--- src/rtl/dsp_post_adder_p.sv ---
// Post-adder / accumulator and P output stage of a DSP48A1-style slice.
// Optional pattern detector is built when DSP_POST_ADDER_PATTERN_DETECT_EN is defined.
module dsp_post_adder_p #(
    parameter int PREG      = 1,
    parameter int OPMODEREG = 1,
    parameter int WIDTH     = 48,
`ifdef DSP_POST_ADDER_PATTERN_DETECT_EN
    parameter logic [WIDTH-1:0] PATTERN = '0,
    parameter logic [WIDTH-1:0] MASK    = '0,
`endif
    parameter int M_WIDTH   = 36
) (
    input  logic               clk,
    input  logic               rst,
    input  logic               ce_p,
    input  logic               ce_opmode,
    input  logic [7:0]         opmode,
    input  logic [M_WIDTH-1:0] m,
    input  logic [WIDTH-1:0]   dab,
    input  logic [WIDTH-1:0]   c,
    input  logic [WIDTH-1:0]   pcin,
    input  logic               carry_in,
    input  logic               in_valid,
    output logic [WIDTH-1:0]   p,
    output logic [WIDTH-1:0]   pcout,
    output logic               carry_out,
    output logic               carry_out_f,
    output logic               out_valid,
`ifdef DSP_POST_ADDER_PATTERN_DETECT_EN
    output logic               pattern_detect,
    output logic               pattern_bdetect,
`endif
    output logic               opmode_err
);

    logic [7:0]       opmode_q, opmode_d, opmode_eff;
    logic [WIDTH-1:0] p_q, p_d, p_next, p_fb, x_mux, z_mux;
    logic             carry_q, carry_d, carry_next;
    logic             valid_q, valid_d;
    logic [WIDTH:0]   cin_ext, r;
    logic             unused_opmode_bits;

    always_comb begin
        opmode_d   = ce_opmode ? opmode : opmode_q;
        opmode_eff = (OPMODEREG != 0) ? opmode_q : opmode;
        // Without a P register there is nothing to feed back, so P selects read as 0.
        p_fb       = (PREG != 0) ? p_q : '0;

        x_mux = '0;
        case (opmode_eff[1:0])
            2'd0: x_mux = '0;
            2'd1: x_mux = {{(WIDTH-M_WIDTH){m[M_WIDTH-1]}}, m};
            2'd2: x_mux = p_fb;
            default: x_mux = dab;
        endcase

        z_mux = '0;
        case (opmode_eff[3:2])
            2'd0: z_mux = '0;
            2'd1: z_mux = pcin;
            2'd2: z_mux = p_fb;
            default: z_mux = c;
        endcase

        cin_ext = {{WIDTH{1'b0}}, carry_in & opmode_eff[5]};
        if (opmode_eff[7])
            r = {1'b0, z_mux} - ({1'b0, x_mux} + cin_ext);
        else
            r = {1'b0, z_mux} + {1'b0, x_mux} + cin_ext;

        p_next     = r[WIDTH-1:0];
        carry_next = r[WIDTH];

        p_d     = ce_p ? p_next     : p_q;
        carry_d = ce_p ? carry_next : carry_q;
        valid_d = ce_p ? in_valid   : valid_q;
    end

    always_ff @(posedge clk) begin
        if (rst) begin
            opmode_q <= '0;
            p_q      <= '0;
            carry_q  <= 1'b0;
            valid_q  <= 1'b0;
        end else begin
            opmode_q <= opmode_d;
            p_q      <= p_d;
            carry_q  <= carry_d;
            valid_q  <= valid_d;
        end
    end

    assign p           = (PREG != 0) ? p_q     : p_next;
    assign carry_out   = (PREG != 0) ? carry_q : carry_next;
    assign out_valid   = (PREG != 0) ? valid_q : in_valid;
    assign pcout       = p;
    assign carry_out_f = carry_out;
    assign opmode_err  = (PREG == 0) && ((opmode_eff[1:0] == 2'd2) || (opmode_eff[3:2] == 2'd2));

    assign unused_opmode_bits = opmode_eff[6] ^ opmode_eff[4];

`ifdef DSP_POST_ADDER_PATTERN_DETECT_EN
    logic pd_q, pd_d, pd_next;
    logic pbd_q, pbd_d, pbd_next;

    always_comb begin
        pd_next  = ((p_next ^ PATTERN) & ~MASK) == '0;
        pbd_next = ((p_next ^ ~PATTERN) & ~MASK) == '0;
        pd_d     = ce_p ? pd_next  : pd_q;
        pbd_d    = ce_p ? pbd_next : pbd_q;
    end

    always_ff @(posedge clk) begin
        if (rst) begin
            pd_q  <= 1'b0;
            pbd_q <= 1'b0;
        end else begin
            pd_q  <= pd_d;
            pbd_q <= pbd_d;
        end
    end

    assign pattern_detect  = (PREG != 0) ? pd_q  : pd_next;
    assign pattern_bdetect = (PREG != 0) ? pbd_q : pbd_next;
`else
    // Detector absent: no extra ports or state in this build.
`endif

endmodule

--- config.mk ---
export PLATFORM = sky130hd
export DESIGN_NAME = dsp_post_adder_p
export DESIGN_NICKNAME = d
export VERILOG_FILES = /design/src/rtl/dsp_post_adder_p.sv
export SDC_FILE = /design/constraint.sdc
export NUM_CORES = 1
export LEC_CHECK = 0
export CAP_MARGIN = 20
export CORE_ASPECT_RATIO = 0.9
export CORE_MARGIN = 2
export CORE_UTILIZATION = 35
export CTS_BUF_LIST = sky130_fd_sc_hd__clkbuf_4 sky130_fd_sc_hd__clkbuf_8
export DETAILED_ROUTE_END_ITERATION = 6
export PLACE_DENSITY = 0.69
export REMOVE_ABC_BUFFERS = 1
export SYNTH_ARGS = -nofsm -noshare
export SYNTH_HDL_FRONTEND = slang
export SYNTH_SLANG_ARGS = --single-unit
--- constraint.sdc ---
create_clock -name clk -period 10.5 [get_ports clk]
set_input_delay 3.15 -clock clk [delete_from_list [all_inputs] [get_ports clk]]
set_output_delay 3.15 -clock clk [all_outputs]
set_load 0.01 [all_outputs]
Yosys cells after proc, flatten, opt, wreduce, memory -nomap -nowiden
Cells that the tools add are included.
{"block": "totals", "reg_bits": 58, "wordCells": 18}
{"block": "classes", "n_mux": 3, "eq_ne": 4, "reduce_logical": 2, "n_addsub": 4, "bitwise": 1}
{"op": "case mux 48 bit (3 select lines)", "n": 2}
{"op": "adder 48 x 1 -> 49 bit", "n": 1}
{"op": "adder 48 x 48 -> 49 bit", "n": 1}
{"op": "adder 49 x 1 -> 49 bit", "n": 1}
{"op": "2-to-1 mux 49 bit", "n": 1}
{"op": "subtractor 48 x 49 -> 49 bit", "n": 1}
{"op": "== test 2 x 1 -> 1 bit, second input constant", "n": 2}
{"op": "== test 2 bit, second input constant", "n": 2}
{"op": "zero test 2 bit", "n": 2}
{"op": "bitwise AND 1 bit", "n": 1}

Longest topological paths before layout
{"block": "logic_depth", "depth_word": 5, "ltp_mapped": 20}

Worst setup path after synthesis
OpenSTA, ideal clock, no wires.
{"block": "synth_timing", "kind": "input -> register", "from": "input port dab[19]", "to": "register p_q[47], in the netlist p[47]", "arrival_time_ps": 6619, "setup_ps": 60, "setup_slack_ps": 3821, "stages": 15, "path_cell_list": "mux2_2 a22o_1 ha_1 ha_1 buf_2 nand2_2 nor4_4 nand4_1 o211ai_2 o211ai_2 o31a_1 o41a_1 o2111a_1 a2111oi_2 and3_1"}
{"block": "synth_between", "elab_chain_cells": 4, "elab_cells_between_ends": 6, "classes_between": "add/sub (4); mux (2)"}
{"element": "start: declaration", "line": "19", "source": "input logic [WIDTH-1:0] dab,"}
{"element": "case mux 48 bit (3 select lines) *", "line": "50", "source": "case (opmode_eff[1:0])"}
{"element": "adder 48 x 48 -> 49 bit / adder 48 x 1 -> 49 bit (equally long branches)", "line": "69, 67"}
{"element": "adder 49 x 1 -> 49 bit / subtractor 48 x 49 -> 49 bit (equally long branches)", "line": "69, 67"}
{"element": "2-to-1 mux 49 bit *", "line": "66", "source": "if (opmode_eff[7])"}
{"element": "end signal: assignment", "line": "87", "source": "p_q <= p_d;"}
{"element": "end: declaration", "line": "37", "source": "logic [WIDTH-1:0] p_q, p_d, p_next, p_fb, x_mux, z_mux;"}
Every way passes the cells marked *; elsewhere a longest branch is shown, timed or not.
A chain may end at the register's enable or synchronous reset.

Worst setup path after layout
{"block": "layout_timing", "from": "input port dab[0]", "to": "register p_q[44], in the netlist p[44]"}
Same word-level chain as after synthesis.

==> results.md <==
* Drt wl/cell at 19.1 µm
* Initial drt markers at 861
* Post-synthesis sequential area ratio at 10.2%
* Achievable frequency at 129 MHz
* Nets at 2004
* Area growth syn-to-layout at 26.2%
* Post-synth EDFFs at 0
* DR vias at 11700
* PD cells at 98.2 mW/mm²
* Post-route total power at 1.37 mW
* Cell variety after synth at 80
* Die area at 0.0330 mm²
* Post-cts sizing count at 0
* Synth Cell Area at 0.0110 mm²
* CTS buffer count at 5
* H-tree depth reported by CTS at 2
* Asr flop ratio synth at 0%
* Placed inst area at 0.0138 mm²
* Vert. Die Dim at 172 µm
* CP Capture Type: flop
* Setup Buffers After CTS at 0
* Clock Latency Late Sink at 0.37 ns
* Total track usage at 23.5%
* Fin crit share at 73.8%
* Mapped Avg Cell Area at 7.36 µm²
* Vias in the first global route at 11200
* Initial core utilization at 35.6%
* Vias per inst at 5.64
* HPWL after detailed placement at 30.2 mm
* CP required at 10.81 ns
* Internal power at 0.727 mW
* Core area at 0.0310 mm²
* Clock root cell: clkbuf_8
* Cts-stage hold buffer count at 0
* Switching part of the total at 46.9%
* Clock power frac at 13.1%
* Cell count after synthesis at 1501
* Unrepaired setup endpoints after global routing: false
* Yosys warnings at 0
* Switch Pwr at 0.641 mW
* Crit-path max FO at 5
* Yosys top cell area share at 15.8%
* Ratio of cells with drive above 1 in the final layout at 7.85%
* Seq pwr share at 19.0%
* Max-slew violations at 0
* Site row count at 61
* CP Data Arrival Time at 8.06 ns
* Critical Path Start Type: primary input
* Global route overflow at 0
* Hold WC Path Type: flop to flop
* CTS Buffer Depth at 2
* Total of max-cap violations at 0
* Crit Path Class: primary input to flop
* VDD IR max at 0.0608 mV
* Worst Skew at 0.0187 ns
* Yosys reg bits at 56
* 1st-pass router iterations at 5
* Sequential cell area at 0.00113 mm²
* Primary FF master, synth: dfxtp_1
* Design Area, Final at 0.0139 mm²
* Relative slew slack at 31.4%
* First-pass GRT wire length at 61.7 mm
* Post-layout min period at 7.75 ns
* Final hold viol count at 0
* DRC at 0
* Die W at 191 µm
* Largest net degree at the start of global routing at 65
* Pre-CTS WS at 2.46 ns
* R2R setup slack at 4.52 ns
* Initial antenna violation count at 1
* Clock Sinks at 56
* Worst-Margin Slew at 1.03 ns
* Comb pwr share at 67.9%
* Fill count at 3176
* # diodes at 0
* Worst-case hold slack at 0.516 ns
* Status: finished, final reports clean
* Antenna-violating nets left at 0
* Routed WL at 39.7 mm
* Synth area leader: ha_1
* Clk pin slew, worst setup/hold paths at 0.15 ns
* Final Wtd Congestion at 0.920
* Setup-failing EPs final at 0
* Area contributors post-synth: ha_1 (16%), dfxtp_1 (10%), mux2_2 (8.4%)
* CTS tree: done
* Area of the multi-input gates at 0.00873 mm²
* I/O pin total at 294
* Setup ws final at 2.75 ns
* Pleak at 5.75 nW
* Total negative slack at 0 ns
* Port bufs at 290
==> cells by family (layout without fill, tap and decap cells) <==
logic type / count (synthesis) / in the layout / share of synthesized area (%)
buffers and inverters: 267 / 434 / 10.9
multiplexers: 99 / 99 / 9.92
XOR/XNOR: 74 / 74 / 5.87
AO/OA/AOI/OAI: 491 / 491 / 31.3
adder cells (fa/ha/maj): 143 / 143 / 16.5
AND/OR/NAND/NOR: 370 / 370 / 15.4
other: 1 / 1 / 0.0340
flip-flops: 56 / 56 / 10.2
==> layout by cell type (no fill, tap or decap), types with 8 or more instances in the layout <==
cell | synthesis | final
buf_4 | 52 | 10
o211ai_1 | 14 | 14
nand2_1 | 130 | 130
o21a_1 | 8 | 8
nor2_1 | 112 | 112
mux2i_1 | 16 | 16
nor3_1 | 23 | 23
a21oi_1 | 113 | 113
o21ai_0 | 70 | 70
dfxtp_1 | 56 | 51
a211oi_1 | 20 | 20
xnor2_1 | 52 | 52
o21bai_1 | 19 | 19
nand2b_1 | 12 | 12
clkdlybuf4s50_1 | 0 | 288
nor2b_1 | 10 | 8
a22o_1 | 96 | 96
ha_1 | 139 | 139
o31ai_1 | 10 | 10
nand4_1 | 23 | 23
a31oi_1 | 16 | 16
mux2_2 | 82 | 82
inv_1 | 124 | 124
nand3_1 | 21 | 21
xor2_1 | 22 | 22
and3_1 | 11 | 11
a21o_1 | 46 | 46
==> per-stage QoR <==
step | std cells | util (%)
2_1_floorplan | 1360 | -
3_3_place_gp | 2069 | 44.6
3_5_place_dp | 2069 | 44.6
4_1_cts | 2077 | 45.0
5_1_grt | 2077 | 45.0
6_report | 2077 | 45.0
==> final cells by class <==
| cell class | instances | share of cell area, % |
|---|---|---|
| multi-input cells | 1178 | 62.7 |
| flip-flops and latches | 56 | 8.09 |
| inverters | 126 | 3.40 |
| repair buffers | 300 | 21.3 |
| well taps | 409 | 3.67 |
| clock buffers | 5 | 0.494 |
| clock inverters | 3 | 0.359 |
==> synthesized netlist by cell type, types with 5 or more instances <==
cell type  count
nor2b_1       10
xnor2_1       52
o221a_2        5
a21boi_0       5
and2_1         5
o21a_1         8
a21o_1        46
a31oi_1       16
mux2_2        82
nand2b_1      12
buf_1         16
a22o_1        96
o211ai_1      14
o31ai_1       10
a211oi_1      20
nor2_1       112
nand2_1      130
and3_1        11
ha_1         139
nand4_1       23
nor4_1         6
inv_1        124
nand3_1       21
buf_4         52
o22ai_1        7
a311oi_1       7
o21ai_0       70
clkbuf_1      68
mux2i_1       16
a221oi_1       6
dfxtp_1       56
xor2_1        22
nor3_1        23
o21bai_1      19
a21oi_1      113
==> worst paths after layout <==
check	start	endpoint	cells after the start
setup reg to reg	opmode_eff[3]$_SDFFE_PP0P_	p[44]$_SDFFE_PP0P_	16
hold reg to reg	out_valid$_SDFFE_PP0P_	out_valid$_SDFFE_PP0P_	2
setup / recovery	dab[0]	p[44]$_SDFFE_PP0P_	17
hold / removal	out_valid$_SDFFE_PP0P_	out_valid$_SDFFE_PP0P_	2
==> metal layers <==
metal / global-route usage, % / vias to the layer above / routed length, µm
met5: 0 / - / 9
met4: 5.05 / 2 / 651
met3: 3.47 / 42 / 2690
met2: 36.0 / 439 / 16700
met1: 34.4 / 5507 / 19600
li1: - / 5714 / -
==> critical path: stages <==
cell	delay [ns]
clkdlybuf4s50_1	0.40
mux2_2	0.27
a22o_1	0.21
inv_1	0.07
fa_1	0.19
inv_1	0.07
fa_1	0.45
a21oi_1	0.21
o211ai_1	0.20
a2111oi_2	0.68
o2111ai_1	0.32
a31oi_1	0.30
o21ai_0	0.17
a211oi_1	0.76
o21ai_0	0.22
and4_1	0.25
nor3_1	0.15
==> power by group through the flow <==
stage	clock, mW	combinational [mW]	sequential (mW)
after floorplan	0	0.568	0.285
after global placement	0	0.909	0.264
after detailed placement	0	0.913	0.265
after CTS	0.184	0.920	0.260
after global routing	0.191	1.02	0.264
final	0.180	0.928	0.260
==> state kept, by name, indices dropped and copies added (netlist names) <==
register and count:
opmode_eff 6, p 48, out_valid 1, carry_out 1
Power figures use the tool's default switching activity.
